===== config.mk =====
export PLATFORM = sky130hd
export DESIGN_NAME = button_event_ctrl
export DESIGN_NICKNAME = d
export VERILOG_FILES = /design/src/rtl/button_pkg.sv /design/src/rtl/button_debounce.sv /design/src/rtl/button_event_ctrl.sv
export SDC_FILE = /design/constraint.sdc
export NUM_CORES = 1
export LEC_CHECK = 0
export CAP_MARGIN = 40
export CORE_ASPECT_RATIO = 1.1
export CORE_UTILIZATION = 51
export DETAILED_ROUTE_END_ITERATION = 16
export PLACE_DENSITY = 0.8
export SETUP_SLACK_MARGIN = 0.05
export SLEW_MARGIN = 20
export SYNTH_ARGS = -nofsm -noshare
export SYNTH_HDL_FRONTEND = slang
export SYNTH_SLANG_ARGS = --single-unit

===== constraint.sdc =====
create_clock -name clk -period 4.3 [get_ports clk]
set_input_delay 0.86 -clock clk [delete_from_list [all_inputs] [get_ports clk]]
set_output_delay 0.86 -clock clk [all_outputs]
set_load 0.02 [all_outputs]

===== src/rtl/button_pkg.sv =====
// Shared constants for the push-button event controller: bus addresses,
// legacy level-read codes and the one-hot level decode.
package button_pkg;

  localparam int NUM_BTN = 5;

  localparam logic [31:0] BTN_LEVEL_ADDR = 32'hFFFF_F078;
  localparam logic [31:0] BTN_EVENT_ADDR = 32'hFFFF_F07C;
  localparam logic [31:0] BTN_IRQEN_ADDR = 32'hFFFF_F080;

  localparam logic [31:0] LEVEL_S0   = 32'h1111_1111;
  localparam logic [31:0] LEVEL_S1   = 32'h2222_2222;
  localparam logic [31:0] LEVEL_S2   = 32'h4444_4444;
  localparam logic [31:0] LEVEL_S3   = 32'h8888_8888;
  localparam logic [31:0] LEVEL_S4   = 32'hFFFF_FFFF;
  localparam logic [31:0] LEVEL_NONE = 32'h0000_0000;

  // Only a single pressed button has a legacy code; chords read as none.
  function automatic logic [31:0] level_code(input logic [NUM_BTN-1:0] level);
    case (level)
      5'b00001: level_code = LEVEL_S0;
      5'b00010: level_code = LEVEL_S1;
      5'b00100: level_code = LEVEL_S2;
      5'b01000: level_code = LEVEL_S3;
      5'b10000: level_code = LEVEL_S4;
      default:  level_code = LEVEL_NONE;
    endcase
  endfunction

endpackage


===== src/rtl/button_debounce.sv =====
// One button bit: 2-flop synchroniser, stable-sample counter and debounced
// level. rise is high in the cycle whose edge will take level 0->1.
module button_debounce #(
  parameter int DEBOUNCE_CYCLES = 20000,
  parameter int CNT_W           = 15
) (
  input  logic clk,
  input  logic rst,
  input  logic raw,
  output logic level,
  output logic rise
);

  localparam logic [CNT_W-1:0] CNT_LAST = CNT_W'(DEBOUNCE_CYCLES - 1);

  logic             s1;
  logic             s2;
  logic [CNT_W-1:0] cnt;

  assign rise = s2 & ~level & (cnt == CNT_LAST);

  always_ff @(posedge clk or negedge rst) begin
    if (!rst) begin
      s1    <= 1'b0;
      s2    <= 1'b0;
      cnt   <= '0;
      level <= 1'b0;
    end else begin
      s1 <= raw;
      s2 <= s1;
      // Any sample that agrees with level restarts the stability run.
      if (s2 != level) begin
        if (cnt == CNT_LAST) begin
          level <= s2;
          cnt   <= '0;
        end else begin
          cnt <= cnt + CNT_W'(1);
        end
      end else begin
        cnt <= '0;
      end
    end
  end

endmodule


===== src/rtl/button_event_ctrl.sv =====
// MMIO push-button controller: debounced levels with legacy encoding, sticky
// W1C press events, per-button interrupt enables and a registered level irq.
module button_event_ctrl
  import button_pkg::*;
#(
  parameter int DEBOUNCE_CYCLES = 20000,
  parameter int CNT_W           = 15
) (
  input  logic               clk,
  input  logic               rst,
  input  logic [31:0]        addr,
  input  logic               we,
  input  logic [31:0]        wdata,
  input  logic [NUM_BTN-1:0] button,
  output logic [31:0]        rdata,
  output logic               irq
);

  logic [NUM_BTN-1:0] level;
  logic [NUM_BTN-1:0] rise;
  logic [NUM_BTN-1:0] event_q;
  logic [NUM_BTN-1:0] irqen_q;
  logic [NUM_BTN-1:0] event_clr;
  logic [NUM_BTN-1:0] event_next;
  logic [NUM_BTN-1:0] irqen_next;
  logic               unused_wdata;

  assign unused_wdata = ^wdata[31:NUM_BTN];

  for (genvar i = 0; i < NUM_BTN; i++) begin : g_btn
    button_debounce #(
      .DEBOUNCE_CYCLES(DEBOUNCE_CYCLES),
      .CNT_W          (CNT_W)
    ) u_debounce (
      .clk  (clk),
      .rst  (rst),
      .raw  (button[i]),
      .level(level[i]),
      .rise (rise[i])
    );
  end

  // A press landing on the same edge as its W1C wins over the clear.
  always_comb begin
    event_clr  = '0;
    irqen_next = irqen_q;
    if (we && (addr == BTN_EVENT_ADDR)) event_clr  = wdata[NUM_BTN-1:0];
    if (we && (addr == BTN_IRQEN_ADDR)) irqen_next = wdata[NUM_BTN-1:0];
    event_next = (event_q & ~event_clr) | rise;
  end

  always_ff @(posedge clk or negedge rst) begin
    if (!rst) begin
      event_q <= '0;
      irqen_q <= '0;
      irq     <= 1'b0;
    end else begin
      event_q <= event_next;
      irqen_q <= irqen_next;
      irq     <= |(event_next & irqen_next);
    end
  end

  always_comb begin
    rdata = '0;
    case (addr)
      BTN_LEVEL_ADDR: rdata = level_code(level);
      BTN_EVENT_ADDR: rdata = {{(32-NUM_BTN){1'b0}}, event_q};
      BTN_IRQEN_ADDR: rdata = {{(32-NUM_BTN){1'b0}}, irqen_q};
      default:        rdata = '0;
    endcase
  end

endmodule


# Word-level counts from Yosys, hierarchy flattened
# Cells that the tools add are included.
# Widths: inputs -> output; s select.
op_classes:
  n_lt_le_gt_ge: 0
  n_mux: 14
  n_eq_ne: 18
  n_div: 0
  multipliers: 0
  addsub: 5
  n_reduce_logical: 8
  shift: 0
  bitwise: 19
ops:
  columns: ["operator", "count"]
  rows:
  - ["$pmux 32 s5", 1]
  - ["$mux 15", 10]
  - ["$eq 32x32->1 const B", 3]
  - ["$pmux 32 s3", 1]
  - ["$add 15x1->15 const B", 5]
  - ["$eq 15x15->1 const B", 5]
  - ["$and 1x1->1", 10]
  - ["$and 5x5->5", 2]
  - ["$mux 5", 2]
  - ["$reduce_and 2->1", 5]
  - ["$eq 5x1->1 const B", 1]
  - ["$eq 5x2->1 const B", 1]
  - ["$eq 5x3->1 const B", 1]
  - ["$eq 5x4->1 const B", 1]
  - ["$eq 5x5->1 const B", 1]
  - ["$ne 1x1->1", 5]
  - ["$not 1->1", 5]
  - ["$not 5->5", 1]
  - ["$or 5x5->5", 1]
  - ["$reduce_or 5->1", 1]
  - ["$logic_and 1x1->1", 2]
word_totals:
  mem_bits_ro: 0
  latchBits: 0
  register_bits: 101
  ramBits: 0
  memories: 0

# Logic depth before layout (Yosys ltp)
depth:
  word_depth: 8
  depth_mapped: 8
  mapped_depth_nobuf: 7

# By module
# From an unflattened synthesis, not the netlist that was laid out.
hier_totals:
  cells_unflattened: 519
  area_unflattened_um2: 5392.7
modules_own_cells:
  columns: ["mod", "seq_area_each_um2", "area_per_inst_um2", "n_inst", "cells_each"]
  rows:
  - ["button_debounce", 450.4, 892.1, 5, 83]
  - ["button_event_ctrl", 275.3, 932.1, 1, 104]

# Worst setup path before layout
# Ideal clock, no wire load.
synth_path:
  kind: "input to output"
  from: "input port addr[8]"
  to: "output port rdata[3]"
  slack_ns: -0.066
  stages: 5
  t_arrival_ns: 3.506
  path_buffers: 0
  cell_sequence: "or4b_4 nor4_4 nand3_2 nor4_1 a221o_1"
synth_between:
  elab_chain_len: 2
  elab_cells_between_ends: 4
  cone_classes: "3 x eq/ne; 1 x mux"
synth_rtl:
  columns: ["element", "line_no", "rtl"]
  rows:
  - ["from (decl)", "button_event_ctrl.sv:11", "input logic [31:0] addr,"]
  - ["$eq 32x32->1", "button_event_ctrl.sv:66", "case (addr)"]
  - ["$pmux 32 s3 *", "button_event_ctrl.sv:66", null]
  - ["to (decl)", "button_event_ctrl.sv:15", "output logic [31:0] rdata,"]
# Mark *: on every way between the ends. The rest lies on a longest branch, timed or not.

# Final worst setup path
layout_path:
  from: "input port addr[8]"
  to: "output port rdata[7]"
# The elaborated chain is that of the path after synthesis.

==> impl_metrics.toml <==
[yosys]
synth_top_area_cell = "dfrtp_1"
yosysUniqueCellTypes = 47
yosys.area.top_type_share_pct = 50.3
synth-warning-count = 0
synth-edff-count = 0
async_flop_share_pct = 100
synth_top_cells_by_area = "dfrtp_1, xor2_1, nor2_1"
synth_cells = 509
ys_seq_area_share_pct = 50.3
syn_avg_cell_area_um2 = 9.87
mappedNetlistNets = 591
ys_ff_latch = 101
main_synth_ff_type = "dfrtp_1"
synthesis.area_um2 = 5020

[cells_and_area]
antennaDiodeCount = 0
final_net_count = 663
area_delta_synth_final_pct = 19.7
post_route_cells_drive_above_1_share_pct = 9.04
count_of_fill_cells_added_during_filler_insertion = 782

[die]
start_util_pct = 53.2
std_cell_rows = 37
fp.dieH_um = 106
dieArea_um2 = 10300
top_level_ports = 105
floorplan.core_area_um2 = 9440
die_width_um = 96.6

[drt]
drt_iter0_markers = 212
post_drt_wl_per_cell_um = 14.4
via_count = 3786
remaining_drc_errors = 0
post_drt_via_cell_ratio = 5.39
drt_wl_total_um = 10100
drt_pre_antenna_iters = 4
route.antenna.remaining_nets = 0

[clocking]
clock_latency_ns = 0.37
clk_transition_reported_paths_ns = 0.10
cts_tree = "built"
cts_buffers = 9
cts_max_level = 3
cts-root-to-sink-buffers = 2
tritoncts_num_sinks = 101
clk_root_buffer_cell = "clkbuf_8"

[global_route]
via_count_of_the_first_global_routing_pass = 3703
overflow = 0
grt_antenna_before_repair = 0
gr-usage-all-layers_pct = 21.0
wire_length_of_the_first_global_routing_pass_um = 17400
maximum_number_of_pins_on_one_net_before_global_route_repair = 50

[pwr]
power.leakage_nw = 2.80
ratio_of_total_power_to_cell_area_nw_per_um2 = 276
report.power.total_w = 0.00166
vdd_drop_max_mv = 0.129

[sta]
worstMarginPinSlew_ns = 0.611
final-max-slew-violation-count = 0
worst_slack_ns = 0.187
hold_viol = 0
slew-limit-headroom_pct = 59.2
finalClockSkew_ns = 0.0130
setup_viol = 0
finalCriticalPeriod_ns = 4.11
max_freq_ghz = 0.243
final.period_utilization_pct = 95.7
rsz_0062_raised_after_global_routing = "false"

[worst_setup_path]
maximum_net_fanout_on_the_critical_path = 7
timing.critical_path.to_type = "output pin"
path_class = "in2out"
critPathRequiredTime_ns = 3.44
critPathArrivalTime_ns = 3.25
crit_path_start_kind = "input pin"

[placed_design]
numPortBuffers = 77
gp_congestion = 0.831
dp_hpwl_um = 7460
place_worst_setup_slack_ns = -0.103

[flow_run]
cap_viol_max_count = 0

[run_status]
status = "completed"

[hold_path]
hold_class = "reg2reg"
flip-flops by register name, summed over array words and instances, names as in the netlist:
register                cells
g_btn.u_debounce.s2         5
g_btn.u_debounce.cnt       75
g_btn.u_debounce.s1         5
g_btn.u_debounce.level      5
irqen_q                     5
event_q                     5
irq                         1
cell families (layout without fill, tap and decap cells):
logic type	after synthesis	in the layout	synth area share, %
buf+inv	50	127	5.45
compound gates	27	27	3.96
fa+ha+maj	10	10	2.49
mux	9	9	2.04
xor+xnor	65	65	11.3
simple gates	247	247	24.4
flops	101	101	50.3
synthesized netlist by cell type, drive strengths merged (5+ instances only):
cell type and n:
nor3 14, a221o 5, ha 10, nand4 14, clkbuf 6, xnor2 24, and4 6, xor2 41
nand3 33, mux2 7, nor4b 5, dfrtp 101, or3 5, buf 23, nand2 39, or2 6
and3 19, nor2 95, inv 21
power by group:
group	total [W]	internal (W)	switching, W
clock	0.000571	0.000244	0.000326
sequential	0.000979	0.000965	0.0000139
combinational	0.000109	0.0000561	0.0000528
total	0.00166	0.00127	0.000393
layer usage:
metal,track usage [%],vias up,part of all wire (%)
met3,4.73,11,4.9
met4,8.64,0,1.8
met1,26.3,1829,44
met5,0,-,0
met2,35.3,100,50
li1,-,1846,-
stage by stage:
stage / TNS [ns] / cells / area [µm²] / util, % / hold slack [ns]
after global placement: -1.56 / 685 / 5830 / 61.8 / 0.356
final: 0 / 703 / 6010 / 63.7 / 0.373
after floorplan: 0 / 509 / 5030 / - / 0.331
after detailed placement: -2.34 / 686 / 5850 / 62.0 / 0.356
after global routing: 0 / 703 / 6010 / 63.7 / 0.384
after CTS: 0 / 702 / 6010 / 63.6 / 0.380
worst max-delay path: stages:
cell and delay [ns]:
clkdlybuf4s50_1 0.40, or4b_4 0.55, nor4_4 0.27, nand3_2 0.13, buf_4 0.17, nor4_2 0.32
buf_4 0.21, dlygate4sd2_1 0.34
cells in the final DEF (no fill, tap or decap), types with 4 or more instances in the layout:
master           Yosys  final
nor2_1              95     93
a21oi_1              4      4
nand4_1             13     13
ha_1                10     10
and4_1               5      5
nand2_1             39     39
nand3_1             32     32
buf_4               23     12
clkdlybuf4s50_1      0     44
and3_1              18     18
mux2_2               6      6
a221o_1              5      5
inv_1               21     21
clkbuf_8             0     11
or3_1                5      5
or2_2                6      6
dlygate4sd2_1        0     32
dfrtp_1            101    101
nor4b_1              5      5
xnor2_1             24     24
xor2_1              41     41
nor3_1              13     13
worst paths after layout:
path                                            startpoint                     endpoint  slack [ns]  depth (start not counted)
min in group asynchronous                              rst   g_btn[0].u_debounce.cnt[7]        0.48                          1
max in group asynchronous                              rst  g_btn[4].u_debounce.cnt[12]        3.15                          2
worst max register to register  g_btn[3].u_debounce.cnt[7]    g_btn[3].u_debounce.level        2.34                          6
worst min register to register      g_btn[1].u_debounce.s1       g_btn[1].u_debounce.s2        0.37                          0
worst min-delay path                g_btn[1].u_debounce.s1       g_btn[1].u_debounce.s2        0.37                          0
worst max-delay path                               addr[8]                     rdata[7]        0.19                          8
what timing repair did:
item,4_1_cts,5_1_grt
setup endpoints to repair,32,0
endpoints found under the hold margin,0,0
setup buffers,0,0
hold buffers,0,0
resized for setup,34,0
cell type report:
type	instances	area [µm²]	area share (%)
sequential	101	2530	42.0
multi-input combinational	358	2230	37.2
timing repair buffer	90	838	13.9
clock buffer	12	155	2.58
tap	117	146	2.43
inverter	21	78.8	1.31
clock inverter	4	32.5	0.541
Power figures use the tool's default switching activity.
